$ cat src/rtl/fp_pkg.sv
// Shared single-precision field layout and helpers for the FPU pipeline stages.
package fp_pkg;

  localparam int FP_BIAS     = 127;
  localparam int FP_EXP_W    = 8;
  localparam int FP_MAN_W    = 23;

  // Packed-result field positions
  localparam int FP_SIGN_POS = 31;
  localparam int FP_EXP_MSB  = 30;
  localparam int FP_EXP_LSB  = 23;
  localparam int FP_MAN_MSB  = 22;

  // Derived widths: full mantissa product, exponent sum, signed working exponent
  localparam int FP_PROD_W   = 2 * (FP_MAN_W + 1);
  localparam int FP_ESUM_W   = FP_EXP_W + 1;
  localparam int FP_EXPI_W   = FP_EXP_W + 2;

  // Stage A payload: raw product plus everything stage B needs to finish
  typedef struct packed {
    logic                 sign;
    logic [FP_ESUM_W-1:0] exp_sum;
    logic                 zero;
    logic [FP_PROD_W-1:0] prod;
  } fp_mul_a_t;

  // Stage B payload: packed result and its flags
  typedef struct packed {
    logic [31:0] result;
    logic        ovf;
    logic        unf;
  } fp_mul_res_t;

  function automatic logic [31:0] fp_pack(input logic                s,
                                          input logic [FP_EXP_W-1:0] e,
                                          input logic [FP_MAN_W-1:0] m);
    logic [31:0] r;
    r                          = '0;
    r[FP_SIGN_POS]             = s;
    r[FP_EXP_MSB:FP_EXP_LSB]   = e;
    r[FP_MAN_MSB:0]            = m;
    return r;
  endfunction

endpackage

$ cat src/rtl/fp_norm_round.sv
// Normalize, round-to-nearest-even and pack a 48-bit mantissa product.
// Purely combinational; flush-to-zero on underflow, infinity on overflow.
module fp_norm_round
  import fp_pkg::*;
#(
  parameter int BIAS = FP_BIAS
) (
  input  logic [FP_PROD_W-1:0] prod_i,
  input  logic                 sign_i,
  input  logic [FP_ESUM_W-1:0] exp_sum_i,
  input  logic                 zero_i,
  output logic [31:0]          result_o,
  output logic                 overflow_o,
  output logic                 underflow_o
);

  localparam int PM = FP_PROD_W - 1;
  localparam logic signed [FP_EXPI_W-1:0] BIAS_HI = FP_EXPI_W'(BIAS - 1);
  localparam logic signed [FP_EXPI_W-1:0] BIAS_LO = FP_EXPI_W'(BIAS);
  localparam logic signed [FP_EXPI_W-1:0] EXP_MAX = FP_EXPI_W'((1 << FP_EXP_W) - 1);

  logic                        hi;
  logic [FP_MAN_W-1:0]         man;
  logic                        guard;
  logic                        sticky;
  logic                        inc;
  logic                        carry;
  logic [FP_MAN_W-1:0]         man_r;
  logic signed [FP_EXPI_W-1:0] exp_n;
  logic signed [FP_EXPI_W-1:0] exp_r;

  // Pick the mantissa window by the product's leading bit, then round and pack
  always_comb begin
    hi = prod_i[PM];
    if (hi) begin
      man    = prod_i[PM-1 -: FP_MAN_W];
      guard  = prod_i[PM-1-FP_MAN_W];
      sticky = |prod_i[PM-2-FP_MAN_W:0];
    end else begin
      man    = prod_i[PM-2 -: FP_MAN_W];
      guard  = prod_i[PM-2-FP_MAN_W];
      sticky = |prod_i[PM-3-FP_MAN_W:0];
    end

    // A leading 1 at bit 47 means the product is in [2,4): one less bias
    exp_n = $signed({1'b0, exp_sum_i}) - (hi ? BIAS_HI : BIAS_LO);

    inc            = guard & (sticky | man[0]);
    {carry, man_r} = {1'b0, man} + {{FP_MAN_W{1'b0}}, inc};
    // Mantissa all-ones rolling over already wraps man_r to zero
    exp_r          = exp_n + $signed({{(FP_EXPI_W-1){1'b0}}, carry});

    result_o    = fp_pack(sign_i, exp_r[FP_EXP_W-1:0], man_r);
    overflow_o  = 1'b0;
    underflow_o = 1'b0;
    if (zero_i) begin
      result_o = '0;
    end else if (exp_r >= EXP_MAX) begin
      result_o   = fp_pack(sign_i, {FP_EXP_W{1'b1}}, '0);
      overflow_o = 1'b1;
    end else if (exp_r <= 0) begin
      result_o    = fp_pack(sign_i, '0, '0);
      underflow_o = 1'b1;
    end
  end

endmodule

$ cat src/rtl/mul_p2.sv
// Two-stage single-precision mantissa multiplier back end with valid/ready
// flow control. Stage A holds the raw 24x24 product; stage B holds the
// normalized, rounded and packed result.
module mul_p2
  import fp_pkg::*;
#(
  parameter int BIAS = FP_BIAS
) (
  input  logic                 clk,
  input  logic                 rst,
  input  logic                 in_valid,
  output logic                 in_ready,
  input  logic                 sign,
  input  logic [FP_ESUM_W-1:0] exp_sum,
  input  logic [FP_MAN_W:0]    mant_a,
  input  logic [FP_MAN_W:0]    mant_b,
  output logic                 out_valid,
  input  logic                 out_ready,
  output logic [31:0]          result,
  output logic                 overflow,
  output logic                 underflow
);

  fp_mul_a_t   a_d, a_q;
  fp_mul_res_t b_d, b_q;
  logic        a_vld_q;
  logic        b_vld_q;
  logic        b_adv;
  logic        a_adv;

  // B moves when it is empty or being drained; A moves whenever B does
  assign b_adv    = !b_vld_q || out_ready;
  assign a_adv    = b_adv;
  assign in_ready = !a_vld_q || a_adv;

  // Stage A payload: inline multiply, zero flag from a missing implicit 1
  always_comb begin
    a_d.sign    = sign;
    a_d.exp_sum = exp_sum;
    a_d.zero    = !mant_a[FP_MAN_W] || !mant_b[FP_MAN_W];
    a_d.prod    = FP_PROD_W'(mant_a) * FP_PROD_W'(mant_b);
  end

  // Stage A register: capture on handshake, empty when A moves with no input
  always_ff @(posedge clk or posedge rst) begin
    if (rst) begin
      a_vld_q <= 1'b0;
      a_q     <= '0;
    end else if (in_ready) begin
      a_vld_q <= in_valid;
      if (in_valid) a_q <= a_d;
    end
  end

  fp_norm_round #(.BIAS(BIAS)) u_norm (
    .prod_i      (a_q.prod),
    .sign_i      (a_q.sign),
    .exp_sum_i   (a_q.exp_sum),
    .zero_i      (a_q.zero),
    .result_o    (b_d.result),
    .overflow_o  (b_d.ovf),
    .underflow_o (b_d.unf)
  );

  // Stage B register: holds its result steady while downstream stalls
  always_ff @(posedge clk or posedge rst) begin
    if (rst) begin
      b_vld_q <= 1'b0;
      b_q     <= '0;
    end else if (b_adv) begin
      b_vld_q <= a_vld_q;
      if (a_vld_q) b_q <= b_d;
    end
  end

  assign out_valid = b_vld_q;
  assign result    = b_q.result;
  assign overflow  = b_q.ovf;
  assign underflow = b_q.unf;

endmodule

$ cat config.mk
export PLATFORM = sky130hd
export DESIGN_NAME = mul_p2
export DESIGN_NICKNAME = d
export VERILOG_FILES = /design/src/rtl/fp_pkg.sv /design/src/rtl/fp_norm_round.sv /design/src/rtl/mul_p2.sv
export SDC_FILE = /design/constraint.sdc
export NUM_CORES = 2
export LEC_CHECK = 0
export BUFFER_PORTS_ARGS = -buffer_cell sky130_fd_sc_hd__buf_2
export CAP_MARGIN = 20
export CORE_ASPECT_RATIO = 0.9
export CORE_MARGIN = 10
export CORE_UTILIZATION = 25
export CTS_CLUSTER_DIAMETER = 60
export CTS_CLUSTER_SIZE = 30
export DETAILED_ROUTE_END_ITERATION = 8
export PLACE_DENSITY = 0.49
export SLEW_MARGIN = 25
export SYNTH_ARGS = -nofsm -noshare
export SYNTH_HDL_FRONTEND = slang
export SYNTH_SLANG_ARGS = --single-unit
$ cat constraint.sdc
create_clock -name clk -period 11.9 [get_ports clk]
set_input_delay 1.19 -clock clk [delete_from_list [all_inputs] [get_ports clk]]
set_output_delay 1.19 -clock clk [all_outputs]
set_load 0.01 [all_outputs]
==> impl_results.md <==
* Num CTS Buffers at 9
* Initial standard-cell utilization of the core at 0.2515
* Number of routed nets with antenna violations at 0
* Clock root cell: sky130_fd_sc_hd__clkbuf_16
* Slowest stage delay, CP at just over 800 ps
* Top library cells by usage in the layout, fill and taps aside: 558 x sky130_fd_sc_hd__inv_1, 483 x sky130_fd_sc_hd__fa_1, 450 x sky130_fd_sc_hd__nand2_1
* Placer congestion estimate at around 0.82
* Met1 Track Usage GR at 0.1696
* Routed len/inst at around 18 um
* Most Crowded Layer GR: met2
* Synth Register Bits at 95
* Min cycle time layout at slightly above 8000 ps
* Critical path capture point type: flip-flop
* Worst reg-to-reg setup slack at ~6600 ps
* Worst Path Buf+Inv at 5
* Total negative slack at 0 ps
* Post-detail-place hpwl at approximately 54 mm
* GR Layer Usage met2 at 0.2226
* List of cells traversed by the critical path: buf_2 -> and2_1 -> fa_1 -> fa_1 -> inv_1 -> fa_1 -> inv_1 -> fa_1 -> fa_1 -> fa_1 -> inv_1 -> fa_1 -> inv_1 -> ha_1 -> and3_1 -> and2_1 -> a31oi_1 -> a211oi_1 -> o21ai_1 -> a31oi_1 -> nor3_1 -> o31ai_1
* Vias in the first global route at between 15000 and 20000
* Via total after detailed routing at ~18000
* Post-CTS Setup Bufs at 0
* Setup Crit Path Kind: input port to flip-flop
* Number of antenna violations at the first check in global routing at 6
* Max transition margin at 0.3856
* # clock sinks at 95
* Max-capacitance violation count at 0
* Number of hold buffers added after CTS at 0
* Average cell area after synthesis at around 8.8 sq um
* Share of the clock period used by the worst path at 0.6791
* DR pass1 iterations at 5
* Total area of sequential cells at around 2400 sq um
* Horizontal die dimension at approximately 350 um
* Fill cell total of the finished layout at just over 10000
* Wire length of the first global-routing pass at around 110 mm
* Leading post-synthesis cells by cell area: sky130_fd_sc_hd__fa_1 41%, sky130_fd_sc_hd__dfrtp_1 10%, sky130_fd_sc_hd__ha_1 9.5%, sky130_fd_sc_hd__inv_1 8.8%, sky130_fd_sc_hd__and2_1 7.6%
* Largest net degree at the start of global routing at 84
* Area growth, synth to finish at 7.873%
* Total of endpoints with negative setup slack in the final report at 0
* H-tree levels at 3
* Post-synthesis instance area at roughly 24000 sq um
* Layout net count at between 3000 and 4000
* Multi-input gate area at around 19000 sq um
* Fmax at 123.7 MHz
* Worst min path class: flip-flop to flip-flop
* Prevailing post-synth register cell: sky130_fd_sc_hd__dfrtp_1
* Arrival time at the worst endpoint at between 8000 and 9000 ps
* Async set-or-reset flop fraction in the synthesized netlist at 1.000
* CP dominant cell by count: sky130_fd_sc_hd__fa_1
* Die extent in y at 312.6 um
* Family of cells with the greatest summed delay on the critical path: adder cells
* Leftover overflow at the end of global routing at 0
* Yosys top cell by area: sky130_fd_sc_hd__fa_1
* Crit start category: input port
* I/O pin total at just under 100
* Distinct cell type count of the synthesized netlist at 66
* TritonCTS clock tree: done
* Area of the die at about 110000 sq um
* Proportion of layout cells with a drive suffix above 1 at 0.05000
* Total nets after synthesis at about 3400
* Sequential fraction of the synthesis area at 0.09999
* Cell count after synthesis at 2705
* Overall routing resource usage at 0.1292
* DRC viols at 0
* Setup clock skew after layout at between 10 and 15 ps
* Row count at between 100 and 150
* Most frequent standard cell in the layout excluding fill and tap cells: sky130_fd_sc_hd__inv_1
* Number of hold violations in the final report at 0
* Required @ worst endpoint at roughly 12000 ps
* Clock transition at path regs at roughly 70 ps
* Vias per cell at 4.454
* Transition at the pin with the smallest max-transition slack at around 900 ps
* Buffers on Ports at 97
* Unrepaired setup endpoints after global routing: false
* Wire length after detailed routing at between 60 and 70 mm
* Bufs on Longest Clock Path at 2
* Count of final max-slew check failures at 0
* Run status: completed
* Worst-skew pair later-pin latency at 360 ps
* Number of violations reported at the end of detailed-routing iteration 0 at 851
* Critical path fanouts, max at 24
* Fraction of met3 tracks used by global routing at 0.02061
* Gates resized, CTS repair at 0
* Cell type of the slowest stage on the worst timing path: sky130_fd_sc_hd__a211oi_1
* Area share of the leading cell type in the synthesized netlist at 0.4067
* Yosys synthesis warning count at 0
* Number of synthesized flops with an enable pin at 0
* Total core area at 94520 sq um
## synth_stat cells, types with 5 or more instances
master,count
sky130_fd_sc_hd__nand4_1,22
sky130_fd_sc_hd__xor2_1,35
sky130_fd_sc_hd__and3_1,7
sky130_fd_sc_hd__ha_1,180
sky130_fd_sc_hd__nand3b_1,5
sky130_fd_sc_hd__nand3_1,36
sky130_fd_sc_hd__dfrtp_1,95
sky130_fd_sc_hd__fa_1,483
sky130_fd_sc_hd__xnor2_1,40
sky130_fd_sc_hd__nor3_1,10
sky130_fd_sc_hd__and2_1,287
sky130_fd_sc_hd__nand2_1,451
sky130_fd_sc_hd__a22o_1,20
sky130_fd_sc_hd__mux2i_1,7
sky130_fd_sc_hd__nor4_1,7
sky130_fd_sc_hd__o31ai_1,5
sky130_fd_sc_hd__o21ai_1,35
sky130_fd_sc_hd__inv_1,559
sky130_fd_sc_hd__nand2b_1,13
sky130_fd_sc_hd__buf_1,6
sky130_fd_sc_hd__buf_2,6
sky130_fd_sc_hd__clkbuf_1,133
sky130_fd_sc_hd__nor2b_1,8
sky130_fd_sc_hd__nor2_1,40
sky130_fd_sc_hd__a21o_1,23
sky130_fd_sc_hd__a21oi_1,64
sky130_fd_sc_hd__o21bai_1,7
sky130_fd_sc_hd__a211oi_1,6
sky130_fd_sc_hd__a31oi_1,8
sky130_fd_sc_hd__o21ai_0,46
## kinds of logic (layout without fill, tap and decap cells)
group | count (synthesis) | in the layout | synth area share
other | 0 | 1 | 0
AO/OA/AOI/OAI | 256 | 256 | 0.07089
multiplexers | 10 | 10 | 0.004368
flip-flops | 95 | 95 | 0.09999
AND/OR/NAND/NOR | 901 | 901 | 0.1841
XOR/XNOR | 75 | 75 | 0.02763
buffers and inverters | 705 | 680 | 0.1116
adder cells (fa/ha/maj) | 663 | 663 | 0.5014
## worst reg2reg max path, stage by stage (launching register included)
cell                        delay, ps
sky130_fd_sc_hd__dfrtp_1          330
sky130_fd_sc_hd__buf_4            440
sky130_fd_sc_hd__nand2_1          170
sky130_fd_sc_hd__a2111oi_0        560
sky130_fd_sc_hd__and3b_1          330
sky130_fd_sc_hd__and2_1           210
sky130_fd_sc_hd__and4_1           250
sky130_fd_sc_hd__nand2_1          160
sky130_fd_sc_hd__ha_1             320
sky130_fd_sc_hd__inv_1             60
sky130_fd_sc_hd__ha_1             160
sky130_fd_sc_hd__inv_1             60
sky130_fd_sc_hd__fa_1             440
sky130_fd_sc_hd__nand2b_1         190
sky130_fd_sc_hd__nor3_1           220
sky130_fd_sc_hd__xnor2_1          220
sky130_fd_sc_hd__a31oi_1          410
sky130_fd_sc_hd__nand2_1          100
sky130_fd_sc_hd__nor2_1           100
sky130_fd_sc_hd__buf_4            290
sky130_fd_sc_hd__a32o_1           220
## cell type report
type | instances | area share
timing repair buffer | 105 | 0.02127
multi-input combinational | 1905 | 0.7311
tap | 1253 | 0.06113
clock inverter | 4 | 0.002147
clock buffer | 11 | 0.009464
inverter | 560 | 0.08206
sequential | 95 | 0.09269
antenna | 1 | 0.00009757
## per-layer routing
| layer | wire length [um] | share of wire |
|---|---|---|
| met4 | 1360 | 0.020 |
| met5 | 21 | 0.00030 |
| met2 | 34080 | 0.49 |
| met1 | 30440 | 0.44 |
| met3 | 2961 | 0.043 |
## flip-flops by register name (all words and copies together) (netlist names)
name,cells
result,32
underflow,1
out_valid,1
a_q,59
overflow,1
a_vld_q,1
## through the flow
stage            util  hold slack [ps]  instance area (sq um)  instances  worst slack [ps]
6_report       0.2713            477.7                  25650       3934              3819
5_1_grt        0.2713            495.6                  25640       3933              3452
3_5_place_dp   0.2682            466.0                  25350       3918              3552
4_1_cts        0.2713            483.3                  25640       3933              3927
3_3_place_gp   0.2682            462.0                  25350       3918              3668
2_1_floorplan       -            439.1                  23780       2705              4574
## worst paths after layout
| path | cells past startpoint | start | end |
|---|---|---|---|
| setup reg to reg | 20 | a_q[47] | result[0] |
| hold reg to reg | 2 | result[30] | result[30] |
| max in group asynchronous | 3 | rst | a_q[15] |
| hold / removal | 2 | result[30] | result[30] |
| min in group asynchronous | 2 | rst | result[7] |
| setup / recovery | 22 | mant_a[13] | a_q[38] |
Power is not shown: default switching activity piles up to over one toggle a cycle in this logic, so the estimate is an artifact.
